<file path="src/rtl/pcie3_cfg_msg_received_collector_if.sv">
// Bundles the cfg_msg_received sideband and the record-out valid/ready bus.
// Optional m_msg_timestamp exists when PCIE3_CFG_MSG_RECEIVED_TIMESTAMP_EN is defined.
interface pcie3_cfg_msg_received_collector_if #(
  parameter int unsigned C_RECD_DATA_WIDTH = 8,
  parameter int unsigned C_RECD_TYPE_WIDTH = 5,
  parameter int unsigned C_MAX_BYTES       = 8
);
  localparam int unsigned LenW = $clog2(C_MAX_BYTES + 1);

  logic                         s_recd;
  logic [C_RECD_DATA_WIDTH-1:0] s_recd_data;
  logic [C_RECD_TYPE_WIDTH-1:0] s_recd_type;

  logic                         m_msg_valid;
  logic                         m_msg_ready;
  logic [C_RECD_TYPE_WIDTH-1:0] m_msg_type;
  logic [8*C_MAX_BYTES-1:0]     m_msg_data;
  logic [LenW-1:0]              m_msg_len;
  logic                         m_msg_trunc;
`ifdef PCIE3_CFG_MSG_RECEIVED_TIMESTAMP_EN
  logic [31:0]                  m_msg_timestamp;

  modport slave (
    input  s_recd, s_recd_data, s_recd_type, m_msg_ready,
    output m_msg_valid, m_msg_type, m_msg_data, m_msg_len, m_msg_trunc, m_msg_timestamp
  );
  modport master (
    output s_recd, s_recd_data, s_recd_type, m_msg_ready,
    input  m_msg_valid, m_msg_type, m_msg_data, m_msg_len, m_msg_trunc, m_msg_timestamp
  );
`else
  modport slave (
    input  s_recd, s_recd_data, s_recd_type, m_msg_ready,
    output m_msg_valid, m_msg_type, m_msg_data, m_msg_len, m_msg_trunc
  );
  modport master (
    output s_recd, s_recd_data, s_recd_type, m_msg_ready,
    input  m_msg_valid, m_msg_type, m_msg_data, m_msg_len, m_msg_trunc
  );
`endif
endinterface

</file>
<file path="src/rtl/pcie3_cfg_msg_received_collector.sv">
// Assembles cfg_msg_received bursts into records and queues them in a FWFT FIFO.
// Define PCIE3_CFG_MSG_RECEIVED_TIMESTAMP_EN to tag each record with a cycle timestamp.
module pcie3_cfg_msg_received_collector #(
  parameter int unsigned C_RECD_DATA_WIDTH = 8,
  parameter int unsigned C_RECD_TYPE_WIDTH = 5,
  parameter int unsigned C_MAX_BYTES       = 8,
  parameter int unsigned C_FIFO_DEPTH      = 4
) (
  input  logic                                     aclk,
  input  logic                                     areset,
  pcie3_cfg_msg_received_collector_if.slave        bus,
  output logic [15:0]                              drop_count
);
  localparam int unsigned LenW  = $clog2(C_MAX_BYTES + 1);
  localparam int unsigned DataW = 8 * C_MAX_BYTES;
  localparam int unsigned PtrW  = $clog2(C_FIFO_DEPTH);
  localparam int unsigned CntW  = PtrW + 1;

  typedef enum logic [0:0] {StIdle, StCollect} state_e;

  state_e                       state_q, state_d;
  logic [C_RECD_TYPE_WIDTH-1:0] buf_type_q, buf_type_d;
  logic [DataW-1:0]             buf_data_q, buf_data_d;
  logic [LenW-1:0]              buf_len_q, buf_len_d;
  logic                         buf_trunc_q, buf_trunc_d;
  logic                         push;

  logic [C_RECD_TYPE_WIDTH-1:0] mem_type  [C_FIFO_DEPTH];
  logic [DataW-1:0]             mem_data  [C_FIFO_DEPTH];
  logic [LenW-1:0]              mem_len   [C_FIFO_DEPTH];
  logic                         mem_trunc [C_FIFO_DEPTH];
  logic [PtrW-1:0]              wr_ptr_q, rd_ptr_q;
  logic [CntW-1:0]              count_q, count_d;
  logic                         fifo_valid, pop, push_ok, drop;
  logic [15:0]                  drop_count_q;

`ifdef PCIE3_CFG_MSG_RECEIVED_TIMESTAMP_EN
  logic [31:0] ts_q;
  logic [31:0] buf_ts_q, buf_ts_d;
  logic [31:0] mem_ts [C_FIFO_DEPTH];

  always_ff @(posedge aclk or posedge areset) begin
    if (areset) begin
      ts_q     <= '0;
      buf_ts_q <= '0;
    end else begin
      ts_q     <= ts_q + 32'd1;
      buf_ts_q <= buf_ts_d;
    end
  end

  always_comb begin
    buf_ts_d = buf_ts_q;
    if (state_q == StIdle && bus.s_recd) buf_ts_d = ts_q;
  end

  always_ff @(posedge aclk) begin
    if (push_ok) mem_ts[wr_ptr_q] <= buf_ts_q;
  end

  assign bus.m_msg_timestamp = fifo_valid ? mem_ts[rd_ptr_q] : '0;
`endif

  // Assembly FSM
  always_ff @(posedge aclk or posedge areset) begin
    if (areset) begin
      state_q     <= StIdle;
      buf_type_q  <= '0;
      buf_data_q  <= '0;
      buf_len_q   <= '0;
      buf_trunc_q <= 1'b0;
    end else begin
      state_q     <= state_d;
      buf_type_q  <= buf_type_d;
      buf_data_q  <= buf_data_d;
      buf_len_q   <= buf_len_d;
      buf_trunc_q <= buf_trunc_d;
    end
  end

  always_comb begin
    state_d     = state_q;
    buf_type_d  = buf_type_q;
    buf_data_d  = buf_data_q;
    buf_len_d   = buf_len_q;
    buf_trunc_d = buf_trunc_q;
    push        = 1'b0;
    unique case (state_q)
      StIdle: begin
        if (bus.s_recd) begin
          // Whole buffer cleared so a short message never exposes older bytes.
          buf_type_d       = bus.s_recd_type;
          buf_data_d       = '0;
          buf_data_d[7:0]  = bus.s_recd_data[7:0];
          buf_len_d        = LenW'(1);
          buf_trunc_d      = 1'b0;
          state_d          = StCollect;
        end
      end
      StCollect: begin
        if (bus.s_recd) begin
          if (buf_len_q < LenW'(C_MAX_BYTES)) begin
            buf_data_d[8*int'(buf_len_q) +: 8] = bus.s_recd_data[7:0];
            buf_len_d = buf_len_q + LenW'(1);
          end else begin
            buf_trunc_d = 1'b1;
          end
        end else begin
          push    = 1'b1;
          state_d = StIdle;
        end
      end
      default: state_d = StIdle;
    endcase
  end

  // Record FIFO; a full FIFO still accepts a push when the head leaves this cycle.
  assign fifo_valid = (count_q != '0);
  assign pop        = fifo_valid & bus.m_msg_ready;
  assign push_ok    = push & ((count_q < CntW'(C_FIFO_DEPTH)) | pop);
  assign drop       = push & ~push_ok;

  always_comb begin
    count_d = count_q + CntW'(push_ok) - CntW'(pop);
  end

  always_ff @(posedge aclk or posedge areset) begin
    if (areset) begin
      wr_ptr_q     <= '0;
      rd_ptr_q     <= '0;
      count_q      <= '0;
      drop_count_q <= '0;
    end else begin
      count_q <= count_d;
      if (push_ok) wr_ptr_q <= wr_ptr_q + PtrW'(1);
      if (pop)     rd_ptr_q <= rd_ptr_q + PtrW'(1);
      if (drop && drop_count_q != 16'hFFFF) drop_count_q <= drop_count_q + 16'd1;
    end
  end

  always_ff @(posedge aclk) begin
    if (push_ok) begin
      mem_type[wr_ptr_q]  <= buf_type_q;
      mem_data[wr_ptr_q]  <= buf_data_q;
      mem_len[wr_ptr_q]   <= buf_len_q;
      mem_trunc[wr_ptr_q] <= buf_trunc_q;
    end
  end

  assign bus.m_msg_valid = fifo_valid;
  assign bus.m_msg_type  = fifo_valid ? mem_type[rd_ptr_q]  : '0;
  assign bus.m_msg_data  = fifo_valid ? mem_data[rd_ptr_q]  : '0;
  assign bus.m_msg_len   = fifo_valid ? mem_len[rd_ptr_q]   : '0;
  assign bus.m_msg_trunc = fifo_valid ? mem_trunc[rd_ptr_q] : 1'b0;
  assign drop_count      = drop_count_q;

endmodule

</file>
<file path="src/flat_wrapper.sv">
// flat-port wrapper written by rule: the top's interface ports become plain ports
module pcie3_cfg_msg_received_collector_flat 
#(
  parameter int unsigned C_RECD_DATA_WIDTH = 8,
  parameter int unsigned C_RECD_TYPE_WIDTH = 5,
  parameter int unsigned C_MAX_BYTES       = 8,
  parameter int unsigned C_FIFO_DEPTH      = 4
)
  (aclk, areset, drop_count, bus_s_recd, bus_s_recd_data, bus_s_recd_type, bus_m_msg_ready, bus_m_msg_valid, bus_m_msg_type, bus_m_msg_data, bus_m_msg_len, bus_m_msg_trunc);
  pcie3_cfg_msg_received_collector_if #(.C_RECD_DATA_WIDTH(C_RECD_DATA_WIDTH), .C_RECD_TYPE_WIDTH(C_RECD_TYPE_WIDTH), .C_MAX_BYTES(C_MAX_BYTES)) bus_i ();
  input  logic aclk;
  input  logic areset;
  output logic [15:0] drop_count;
  input wire logic [$bits(bus_i.s_recd)-1:0] bus_s_recd;
  input wire logic [$bits(bus_i.s_recd_data)-1:0] bus_s_recd_data;
  input wire logic [$bits(bus_i.s_recd_type)-1:0] bus_s_recd_type;
  input wire logic [$bits(bus_i.m_msg_ready)-1:0] bus_m_msg_ready;
  output wire logic [$bits(bus_i.m_msg_valid)-1:0] bus_m_msg_valid;
  output wire logic [$bits(bus_i.m_msg_type)-1:0] bus_m_msg_type;
  output wire logic [$bits(bus_i.m_msg_data)-1:0] bus_m_msg_data;
  output wire logic [$bits(bus_i.m_msg_len)-1:0] bus_m_msg_len;
  output wire logic [$bits(bus_i.m_msg_trunc)-1:0] bus_m_msg_trunc;
  assign bus_i.s_recd = bus_s_recd;
  assign bus_i.s_recd_data = bus_s_recd_data;
  assign bus_i.s_recd_type = bus_s_recd_type;
  assign bus_i.m_msg_ready = bus_m_msg_ready;
  assign bus_m_msg_valid = bus_i.m_msg_valid;
  assign bus_m_msg_type = bus_i.m_msg_type;
  assign bus_m_msg_data = bus_i.m_msg_data;
  assign bus_m_msg_len = bus_i.m_msg_len;
  assign bus_m_msg_trunc = bus_i.m_msg_trunc;
  pcie3_cfg_msg_received_collector #(.C_RECD_DATA_WIDTH(C_RECD_DATA_WIDTH), .C_RECD_TYPE_WIDTH(C_RECD_TYPE_WIDTH), .C_MAX_BYTES(C_MAX_BYTES), .C_FIFO_DEPTH(C_FIFO_DEPTH)) u_core (.aclk(aclk), .areset(areset), .bus(bus_i), .drop_count(drop_count));
endmodule
</file>
<file path="config.mk">
export PLATFORM = sky130hd
export DESIGN_NAME = pcie3_cfg_msg_received_collector_flat
export DESIGN_NICKNAME = d
export VERILOG_FILES = /design/src/rtl/pcie3_cfg_msg_received_collector_if.sv /design/src/rtl/pcie3_cfg_msg_received_collector.sv /design/src/flat_wrapper.sv
export SDC_FILE = /design/constraint.sdc
export NUM_CORES = 1
export LEC_CHECK = 0
export ABC_AREA = 1
export BUFFER_PORTS_ARGS = -buffer_cell sky130_fd_sc_hd__buf_4
export CAP_MARGIN = 20
export CELL_PAD_IN_SITES_DETAIL_PLACEMENT = 0
export CELL_PAD_IN_SITES_GLOBAL_PLACEMENT = 2
export CORE_MARGIN = 2
export CORE_UTILIZATION = 30
export DETAILED_ROUTE_END_ITERATION = 6
export GPL_TIMING_DRIVEN = 0
export PLACE_DENSITY_LB_ADDON = 0.1
export SYNTH_ARGS = -nofsm -noshare
export SYNTH_HDL_FRONTEND = slang
export SYNTH_SLANG_ARGS = --single-unit
export TNS_END_PERCENT = 30
</file>
<file path="constraint.sdc">
create_clock -name aclk -period 4.6 [get_ports aclk]
set_input_delay 0.92 -clock aclk [delete_from_list [all_inputs] [get_ports aclk]]
set_output_delay 0.92 -clock aclk [all_outputs]
set_load 0.005 [all_outputs]
</file>
==> key figures, run 1 <==
Outcome
  • Status: complete, no violations

Pwr
  • Flop pwr share: 0.365
  • Clock Power Share: 0.292
  • Pwr dens: 608 nW/µm²
  • Pwr Total: 11900 µW
  • Peak VDD IR: 0.277 mV
  • Gate power share: 0.343
  • Int Pwr: 7800 µW
  • Pleak: approximately 0.0076 µW
  • NetSw: 4110 µW
  • Sw Ratio: 0.345

Synth
  • Asr flop ratio synth: 0.249
  • Syn Inst Count: ~1500
  • #FFs+latches synth: about 400
  • Sequential area share after synthesis: 0.703
  • Yosys warns: 0
  • Mapped Nets: 1484
  • Distinct cells, synth: 30
  • Synthesized area: 16100 µm²
  • Ys flop type: edfxtp_1
  • Syn avg cell area: between 10 and 15 µm²
  • Post-synth EDFFs: 296

Worst setup path
  • Slowest stage delay, CP: 0.79 ns
  • Crit path kind: reg2out
  • Startpoint Class: register
  • CP max stage cell: clkbuf_1
  • FF-to-FF setup slack: 1.97 ns
  • Crit-path leading delay family: buffers and inverters
  • Worst-path maximum fanout: 10
  • Worst reg2reg endpoint: u_core.buf_data_q[37]
  • Crit. End Element: output pin
  • Critical path, cell by cell: inv_1 -> clkbuf_1 -> buf_1 -> nor2_1 -> o21ai_0 -> a21oi_1 -> buf_4
  • Crit. Startpoint: u_core.rd_ptr_q[1]
  • R2R Path Start: u_core.buf_len_q[0]
  • R2r worst-path depth: 9
  • CP required: 3.68 ns
  • Arr. time, crit path: 2.95 ns
  • Worst path bufs/invs: 4

Detailed routing
  • Final ANT Viol Nets: 0
  • Avg WL per Cell: 19.8 µm
  • WL final: 46400 µm
  • Via-to-Cell Ratio: 4.62
  • Pre-Repair DR Iteration Count: 5
  • Via count: 10900
  • # DRC: 0
  • Number of DRC markers in iteration 0: between 700 and 800

Place
  • RePlAce Congestion: between 0.7 and 0.8
  • Port Buffers: ~110
  • DP Area: between 15000 and 20000 µm²
  • HPWL Detailed: 31200 µm

Cells and area
  • # diodes: 0
  • Core Util, Final: 0.370
  • Commonest non-fill, non-tap cells in the layout: nor2_1 (341), edfxtp_1 (296), nand2_1 (194)
  • Area growth syn-to-layout: 21.3%
  • Filler cells: approximately 5300
  • Share of layout cells above drive strength 1: 0.145
  • Commonest non-fill, non-tap cell in the layout: nor2_1
  • Cell area after layout: approximately 20000 µm²
  • NumNets Final: roughly 1700

Clocking
  • CTS Buf Count: 45
  • # resized after CTS: 0
  • Maximum buffer depth of the clock tree: 3
  • # clock sinks: 394
  • Hold-fix buffers, CTS: 0
  • CTS tree: done
  • Reg clk slew, reported paths: 0.06 ns
  • H-tree depth: 2
  • Root Driver: clkbuf_16
  • Worst-Skew Late Latency: 0.58 ns
  • Number of setup buffers added after CTS: 0

Hold path
  • Hold crit path type: in2async

STA
  • Measured slew at the worst slew-check pin: between 1 and 1.5 ns
  • Tmin final: 3.87 ns
  • Clk_skew: approximately 0.016 ns
  • Fin crit share: 0.841
  • RSZ-0062 raised after global routing: no
  • Final Hold Fails: 0
  • Slew Limit Headroom: 0.284
  • Max-slew violations: 0
  • Final setup vio count: 0
  • Maximum clock frequency: ~260 MHz

Die
  • Core Box Area: 52900 µm²
  • # rows: 84
  • Die Span X: 236 µm
  • I/O Pins: ~110
  • Die height: 236 µm
  • Starting Density: 0.305
  • DIE AREA: 55700 µm²

Global routing
  • Pin count of the biggest net entering global routing: 69
  • First-pass GRT wire length: 69600 µm
  • Total Routing Usage GR: 0.167
  • Congestion Overflow GR: 0
  • Vias in the first global route: 10700
  • Initial antenna violation count: 2

Flow run
  • Max cap viols: 0
==> cell type report <==
cell class,count,area [µm²],area share
buffer,73,325,0.0166
clock buffer,64,1320,0.0675
multi-input combinational,940,4320,0.220
sequential,394,11300,0.579
tap,688,861,0.0440
clock inverter,20,120,0.00613
inverter,49,186,0.00952
timing repair buffer,121,1110,0.0566
==> metrics by stage <==
stage	worst slack (ns)	hold slack, ns	TNS, ns	std cells
global placement	-3.84	0.497	-1143.36	2251
global route	0.575	0.405	0	2349
detailed placement	1.28	0.504	0	2265
finish	0.733	0.385	0	2349
CTS	0.648	0.380	0	2349
floorplan	-0.205	0.471	-60.53	1456
==> power by group through the flow <==
stage                     clock [µW]  sequential [µW]  combinational [µW]
after floorplan                    0             4400                2120
after global placement             0             4480                4100
after detailed placement           0             4420                4210
after CTS                       3580             4350                4230
after global routing            3720             4390                4590
final                           3470             4350                4090
==> cell usage after synthesis (3+ instances only) <==
cell | n | area [µm²]
xnor2_1 | 3 | 26.3
buf_4 | 4 | 30.0
xor2_1 | 15 | 131
edfxtp_1 | 296 | 8890
nand3_1 | 99 | 495
clkbuf_1 | 31 | 116
ha_1 | 10 | 125
o21ai_0 | 161 | 806
nor2_4 | 6 | 67.6
inv_2 | 6 | 22.5
dfrtp_1 | 98 | 2450
nand3_2 | 3 | 30.0
nor2_2 | 6 | 37.5
nor3_1 | 5 | 25.0
buf_2 | 17 | 85.1
nand2_1 | 194 | 728
nor2_1 | 345 | 1290
inv_1 | 42 | 158
a21oi_1 | 76 | 380
buf_1 | 19 | 71.3
nand4_1 | 7 | 43.8
==> logic make-up (layout without fill, tap and decap cells) <==
group | count (synthesis) | after routing | synth area share
xor+xnor | 18 | 18 | 0.00977
compound gates | 239 | 239 | 0.0741
buf+inv | 122 | 327 | 0.0316
fa+ha+maj | 11 | 11 | 0.00900
flops | 394 | 394 | 0.703
simple gates | 672 | 672 | 0.173
==> state kept, by name, indices dropped and copies added, names as in the netlist <==
name / cells
u_core.mem_trunc: 4
u_core.mem_type: 20
u_core.rd_ptr_q: 2
u_core.count_q: 3
u_core.mem_data: 256
u_core.buf_data_q: 64
u_core.state_q: 1
u_core.buf_type_q: 5
u_core.buf_len_q: 4
u_core.mem_len: 16
u_core.buf_trunc_q: 1
u_core.drop_count: 16
u_core.wr_ptr_q: 2
==> worst max-delay path by stage <==
stage | cells past startpoint | endpoint
2_1_floorplan | 4 | u_core.mem_data[0][0]
3_3_place_gp | 4 | u_core.mem_data[3][38]
3_5_place_dp | 7 | bus_m_msg_data[8]
4_1_cts | 7 | bus_m_msg_data[8]
5_1_grt | 7 | bus_m_msg_data[45]
6_report | 7 | bus_m_msg_data[54]
==> worst register-to-register path, stage by stage (launching register included) <==
cell	delay (ns)
dfrtp_1	0.47
inv_1	0.19
buf_1	0.39
ha_1	0.34
buf_2	0.22
nor2_1	0.12
nand2_1	0.24
nor2_2	0.40
nand2_1	0.10
nand2_1	0.09
==> routing by layer <==
layer | track usage | part of all wire
met1 | 0.227 | 0.47
met2 | 0.278 | 0.48
met3 | 0.0288 | 0.039
met4 | 0.0423 | 0.016
met5 | 0 | 0.00047
Note: power is estimated with default switching activity, not from simulation.
==> run 2, diff against run 1 <==
- ABC_AREA: 1 -> 0
- clock period: 4.6 -> 3.4 ns (I/O delays scaled with it)
==> run 2 against run 1 <==
Net effect: final cell count decreased by 29%; register-to-register slack got worse by 1.2 ns; sequential power rose by 39%; cell area decreased by 4.1%; synthesized area fell by 3.9%; critical endpoint is now bus_m_msg_data[58]; critical path type unchanged; highest routed layer is now met4; clock skew increased by 0.0068 ns.
==> key figures, run 2 <==
Clocking
  • Root Driver: clkbuf_16
  • CTS tree: done
  • Reg clk slew, reported paths: 0.06 ns (about the same)
  • Worst-Skew Late Latency: 0.57 ns (about the same)
  • CTS Buf Count: 44 (-2.2%)
  • H-tree depth: 2 (unchanged)
  • Maximum buffer depth of the clock tree: 3 (unchanged)
  • Number of setup buffers added after CTS: 0 (unchanged)
  • Hold-fix buffers, CTS: 0 (unchanged)
  • # clock sinks: 394 (unchanged)

STA
  • Final Hold Fails: 0 (unchanged)
  • Fin crit share: 0.942
  • RSZ-0062 raised after global routing: no
  • Slew Limit Headroom: 0.259 (-0.0249)
  • Tmin final: 3.20 ns
  • Final setup vio count: 0 (unchanged)
  • Setup TNS: 0 ns (unchanged)
  • Maximum clock frequency: 312 MHz
  • Clk_skew: 0.0230 ns (+0.00680 ns)
  • Max-slew violations: 0 (unchanged)
  • Measured slew at the worst slew-check pin: 1.11 ns (+0.0374 ns)

Cells and area
  • Number of flip-flops in the largest register: 256 (unchanged)
  • Reg with most FFs: u_core.mem_data
  • Filler cells: 4796 (-8.7%)
  • Commonest non-fill, non-tap cell in the layout: edfxtp_1
  • Area occupied by registers: 11300 µm² (unchanged)
  • Commonest non-fill, non-tap cells in the layout: edfxtp_1 (296), buf_4 (104), dfrtp_1 (98)
  • Share of layout cells above drive strength 1: 0.326 (+0.181)
  • # diodes: 0 (unchanged)
  • Multi-input gate area: 3890 µm² (-9.8%)
  • NumNets Final: 981 (-41%)
  • Biggest regs: u_core.mem_data x256, u_core.buf_data_q x64, u_core.mem_type x20
  • Core Util, Final: 0.367 (-0.00380)
  • Area growth syn-to-layout: 21.0%

Worst setup path
  • Startpoint Class: register
  • Arr. time, crit path: 2.52 ns (-0.43 ns)
  • CP required: 2.72 ns (-0.96 ns)
  • Crit. End Element: output pin
  • Crit path kind: reg2out
  • Worst-path maximum fanout: 10 (unchanged)

Place
  • Port Buffers: 99 (-7.5%)
  • HPWL Detailed: 22200 µm (-29%)
  • RePlAce Congestion: 0.689 (-13%)

Flow run
  • Max cap viols: 0 (unchanged)

Die
  • Die Span X: 231 µm (-1.9%)
  • Core Box Area: 51200 µm² (-3.2%)
  • DIE AREA: 53500 µm² (-3.8%)
  • Starting Density: 0.303 (-0.00225)
  • # rows: 83 (-1.2%)
  • Die height: 231 µm (-1.9%)
  • I/O Pins: 108 (unchanged)

Detailed routing
  • Final ANT Viol Nets: 0 (unchanged)
  • # DRC: 0 (unchanged)
  • Via count: 7746 (-29%)
  • Pre-Repair DR Iteration Count: 4 (-1)
  • Number of DRC markers in iteration 0: 431 (-43%)
  • Via-to-Cell Ratio: 4.64 (+0.43%)
  • Avg WL per Cell: 22.5 µm (+14%)
  • WL final: 37500 µm (-19%)

Pwr
  • Peak VDD IR: 0.346 mV (+25%)
  • Pwr dens: 810 nW/µm² (+33%)
  • Pleak: 0.00677 µW (-11%)

Hold path
  • Hold crit path type: in2async

Synth
  • Area contributors post-synth: edfxtp_1 (57%), dfrtp_1 (16%), mux4_2 (11%)
  • Most frequent cell after synthesis: edfxtp_1
  • Mapped Nets: 831 (-44%)
  • Post-synth top area share: 0.573 (+0.0222)
  • Distinct cells, synth: 56 (+87%)
  • Sequential area share after synthesis: 0.731 (+0.0283)
  • Syn Inst Count: 803 (-45%)
  • Area leader, netlist: edfxtp_1
  • Commonest cells post-synth: edfxtp_1 (296), dfrtp_1 (98), and2_1 (79)
  • #FFs+latches synth: 394 (unchanged)
  • Ys flop type: edfxtp_1
  • Post-synth EDFFs: 296 (unchanged)
  • Syn avg cell area: 19.3 µm² (+74%)
  • Yosys warns: 0 (unchanged)
  • Asr flop ratio synth: 0.249 (unchanged)
  • Synthesized area: 15500 µm² (-3.9%)

Global routing
  • Initial antenna violation count: 1 (-1)
  • First-pass GRT wire length: 56200 µm (-19%)
  • Vias in the first global route: 8284 (-23%)
  • Congestion Overflow GR: 0 (unchanged)
  • Pin count of the biggest net entering global routing: 69 (unchanged)
  • Total Routing Usage GR: 0.144 (-0.0235)

Outcome
  • Status: complete, no violations
## run 2: changes by cell type after synthesis, sizes merged, moves of 6 or more
cell    before  now
nor2       357    4
nand2      196   16
o21ai      163    3
nand3      103    8
and2         1   79
mux4         0   74
a21oi       76   11
a22o         0   56
inv         48   10
clkbuf      31   13
mux2         0   15
buf         42   34
a211oi       0    6
and3         0    6
## run 2: metrics by stage
| stage | instances | cell area [µm²] | power (µW) | setup WS, ns | hold WS (ns) |
|---|---|---|---|---|---|
| floorplan | 803 | 15500 | 8570 | -0.0271 | 0.471 |
| global placement | 1582 | 17100 | 10600 | -2.38 | 0.490 |
| detailed placement | 1587 | 17300 | 10700 | 0.338 | 0.487 |
| CTS | 1667 | 18800 | 15600 | 0.00443 | 0.0802 |
| global route | 1668 | 18800 | 16100 | 0.0106 | 0.101 |
| finish | 1668 | 18800 | 15200 | 0.196 | 0.0885 |
## run 2: where the power goes
group / switching (µW) / internal, µW / total [µW] / leakage [µW]
Sequential: 262 / 5780 / 6040 / 0.00396
Clock: 1920 / 2910 / 4830 / 0.000729
Combinational: 2060 / 2270 / 4340 / 0.00208
## run 2: repair_timing
action                                  4_1_cts  5_1_grt
hold endpoints to repair                      0        0
endpoints found under the setup margin       59       10
resized for setup                             7        1
## run 2: layout make-up
type	count	area share
Multi-Input combinational cell	352	0.207
Tap cell	680	0.0453
Buffer	46	0.0139
Inverter	10	0.00227
Clock buffer	61	0.0675
Sequential cell	394	0.604
Timing Repair Buffer	105	0.0477
Clock inverter	20	0.0115
## run 2: critical path, stage by stage (launching register included)
cell and delay, ns:
dfrtp_1 0.49, buf_6 0.25, buf_4 0.30, mux4_2 0.59
and2_1 0.18, buf_4 0.13
## run 2: kinds of logic after synthesis
family / Yosys count / share of synthesized area
adder cells (fa/ha/maj): 11 / 0.00936
buffers and inverters: 57 / 0.0186
flip-flops: 394 / 0.731
AO/OA/AOI/OAI: 88 / 0.0511
XOR/XNOR: 19 / 0.0112
multiplexers: 89 / 0.119
AND/OR/NAND/NOR: 145 / 0.0599
## run 2: per-layer routing
layer / vias to the layer above / global-route usage / wire length, µm
li1: 3480 / - / -
met1: 4070 / 0.189 / 16500
met2: 145 / 0.245 / 18800
met3: 51 / 0.0231 / 1520
met4: 0 / 0.0427 / 741
met5: - / 0 / 0
## run 2: worst paths after layout
path                                       from               endpoint  slack (ns)  depth (start not counted)
setup / recovery             u_core.rd_ptr_q[0]     bus_m_msg_data[58]        0.20                          5
hold / removal                           areset   u_core.buf_type_q[2]        0.09                          2
setup reg to reg            u_core.buf_len_q[2]   u_core.buf_data_q[7]        0.78                          6
hold reg to reg            u_core.drop_count[4]   u_core.drop_count[4]        0.50                          1
max in group asynchronous                areset  u_core.buf_data_q[20]        2.57                          3
min in group aclk                    bus_s_recd         u_core.state_q        0.28                          1
==> run 3, diff against run 2 <==
- RECOVER_POWER: not set -> 50
- SLEW_MARGIN: not set -> 5
==> run 3 against run 2 <==
Net effect: die area is the same; final cell count unchanged; routed wire length hardly changed; power is 0.57% higher; first-iteration DRC count is 7.2% higher; largest power group unchanged; clock skew is 0.0055 ns lower; hold slack improved by 0.26 ns; core utilization decreased by 0.18 points; sequential power hardly changed; the run now ends with capacitance limit, slew limit left; register-to-register slack got worse by 0.46 ns.
==> key figures, run 3 (same netlist as run 2, synthesis figures left out) <==
Cells and area
  • Number of flip-flops in the largest register: 256 (unchanged)
  • Reg with most FFs: u_core.mem_data
  • Commonest non-fill, non-tap cells in the layout: edfxtp_1 (296), dfrtp_1 (98), buf_4 (86)
  • Commonest non-fill, non-tap cell in the layout: edfxtp_1
  • Biggest regs: u_core.mem_data x256, u_core.buf_data_q x64, u_core.mem_type x20
  • Share of layout cells above drive strength 1: 0.304 (-0.0223)
  • # diodes: 0 (unchanged)
  • Area growth syn-to-layout: 20.4%
  • NumNets Final: 980 (-0.10%)

Pwr
  • Peak VDD IR: 0.345 mV (-0.26%)
  • Pwr dens: 819 nW/µm² (+1.1%)
  • Pleak: 0.00673 µW (-0.67%)
  • Pwr Total: 15300 µW (+0.57%)

Detailed routing
  • Pre-Repair DR Iteration Count: 4 (unchanged)
  • Via-to-Cell Ratio: 4.66 (+0.41%)
  • Avg WL per Cell: 22.5 µm (about the same)
  • Via count: 7778 (+0.41%)
  • Number of DRC markers in iteration 0: 462 (+7.2%)
  • Final ANT Viol Nets: 0 (unchanged)
  • # DRC: 0 (unchanged)
  • WL final: 37500 µm (about the same)

Clocking
  • CTS tree: done
  • Maximum buffer depth of the clock tree: 3 (unchanged)
  • Reg clk slew, reported paths: 0.06 ns (about the same)
  • CTS Buf Count: 44 (unchanged)
  • Number of setup buffers added after CTS: 0 (unchanged)
  • H-tree depth: 2 (unchanged)
  • Worst-Skew Late Latency: 0.57 ns (about the same)
  • # clock sinks: 394 (unchanged)
  • Root Driver: clkbuf_16

Place
  • RePlAce Congestion: 0.689 (unchanged)
  • HPWL Detailed: 22200 µm (+0.11%)
  • Port Buffers: 99 (unchanged)

Hold path
  • Worst Hold Path Cells: 2
  • Worst min-delay path endpoint: u_core.buf_type_q[1]
  • Hold wc startpoint: bus_s_recd_type[1]
  • Hold crit path type: in2reg

Global routing
  • First-pass GRT wire length: 56000 µm (-0.29%)
  • Initial antenna violation count: 1 (unchanged)
  • Total Routing Usage GR: 0.143 (-0.000584)
  • Pin count of the biggest net entering global routing: 69 (unchanged)
  • Vias in the first global route: 8332 (+0.58%)
  • Congestion Overflow GR: 0 (unchanged)

Outcome
  • Status: finished with violations
  • Failing checks: capacitance limit, slew limit

Worst setup path
  • Crit. Startpoint: u_core.count_q[1]
  • Arr. time, crit path: 2.52 ns (about the same)
  • R2r worst-path depth: 4 (-2)
  • Slowest stage delay, CP: 0.47 ns (-0.12 ns)
  • Startpoint Class: register
  • Worst reg2reg endpoint: u_core.mem_data[1][35]
  • CP required: 2.72 ns (about the same)
  • Worst path bufs/invs: 3 (unchanged)
  • R2R Path Start: u_core.state_q
  • Crit. End Element: output pin
  • FF-to-FF setup slack: 0.32 ns (-0.46 ns)
  • Critical path, cell by cell: or3_1 -> clkbuf_2 -> clkbuf_1 -> and2_1 -> buf_4
  • Crit-path leading delay family: buffers and inverters
  • Worst-path maximum fanout: 10 (unchanged)
  • Crit path kind: reg2out
  • CP max stage cell: or3_1

STA
  • Final setup vio count: 0 (unchanged)
  • Fin crit share: 0.941 (-0.00186)
  • RSZ-0062 raised after global routing: no
  • Setup TNS: 0 ns (unchanged)
  • Measured slew at the worst slew-check pin: 1.61 ns (+0.497 ns)
  • Tmin final: 3.20 ns (-0.00631 ns)
  • Clk_skew: 0.0175 ns (-0.00550 ns)
  • Slew Limit Headroom: -0.0778 (-0.337)
  • Maximum clock frequency: 313 MHz (+0.20%)
  • Max-slew violations: 32 (+32)
  • Final Hold Fails: 0 (unchanged)

Die
  • DIE AREA: 53500 µm² (unchanged)
  • Starting Density: 0.303 (unchanged)
  • Die Span X: 231 µm (unchanged)
  • # rows: 83 (unchanged)
  • Die height: 231 µm (unchanged)
  • I/O Pins: 108 (unchanged)
  • Core Box Area: 51200 µm² (unchanged)

Flow run
  • Max cap viols: 1 (+1)
run 3: changes by cell type in the layout (fill, tap and decap cells not counted), moves of 2 or more:
cell,before,now
a2111oi_0,0,4
a2111oi_2,3,0
a211oi_1,0,5
a211oi_2,6,1
buf_2,16,12
buf_4,104,86
clkbuf_1,20,30
clkbuf_4,0,17
clkinv_2,9,5
inv_6,2,0
run 3: through the flow:
step | instance area [µm²] | util | hold slack [ns] | setup slack, ns | cells
2_1_floorplan | 15500 | - | 0.471 | -0.0271 | 803
3_3_place_gp | 17100 | 0.334 | 0.490 | -2.38 | 1582
3_5_place_dp | 17300 | 0.337 | 0.485 | 0.353 | 1587
4_1_cts | 18800 | 0.367 | 0.0799 | 0.00511 | 1668
5_1_grt | 18700 | 0.365 | 0.321 | 0.0326 | 1668
6_report | 18700 | 0.365 | 0.344 | 0.202 | 1668
run 3: how the worst max path moves through the flow:
stage / endpoint / depth (start not counted)
floorplan: u_core.mem_data[0][0] / 3
CTS: bus_m_msg_data[34] / 5
finish: bus_m_msg_data[57] / 5
global route: bus_m_msg_data[57] / 5
detailed placement: bus_m_msg_data[57] / 5
global placement: u_core.mem_data[0][36] / 4
run 3: layer usage:
metal	track usage	wire, µm
met1	0.189	16300
met2	0.242	18800
met3	0.0249	1660
met4	0.0425	774
met5	0	0
run 3: layout make-up:
type	count	area (µm²)
Buffer	46	256
Tap cell	680	851
Clock inverter	16	218
Timing Repair Buffer	104	853
Sequential cell	394	11300
Clock buffer	66	1300
Multi-Input combinational cell	352	3820
Fill cell	4828	32500
Inverter	10	38.8
run 3: power by group:
| group | switching (µW) | total [µW] | internal (µW) |
|---|---|---|---|
| registers | 263 | 6050 | 5780 |
| logic | 2060 | 4320 | 2260 |
| clock network | 1910 | 4930 | 3020 |
| total | 4240 | 15300 | 11100 |
run 3: repair_timing:
| item | 4_1_cts | 5_1_grt |
|---|---|---|
| resized for setup | 7 | 1 |
| setup endpoints to repair | 59 | 10 |
| hold endpoints to repair | 0 | 0 |
| hold buffers | 0 | 0 |
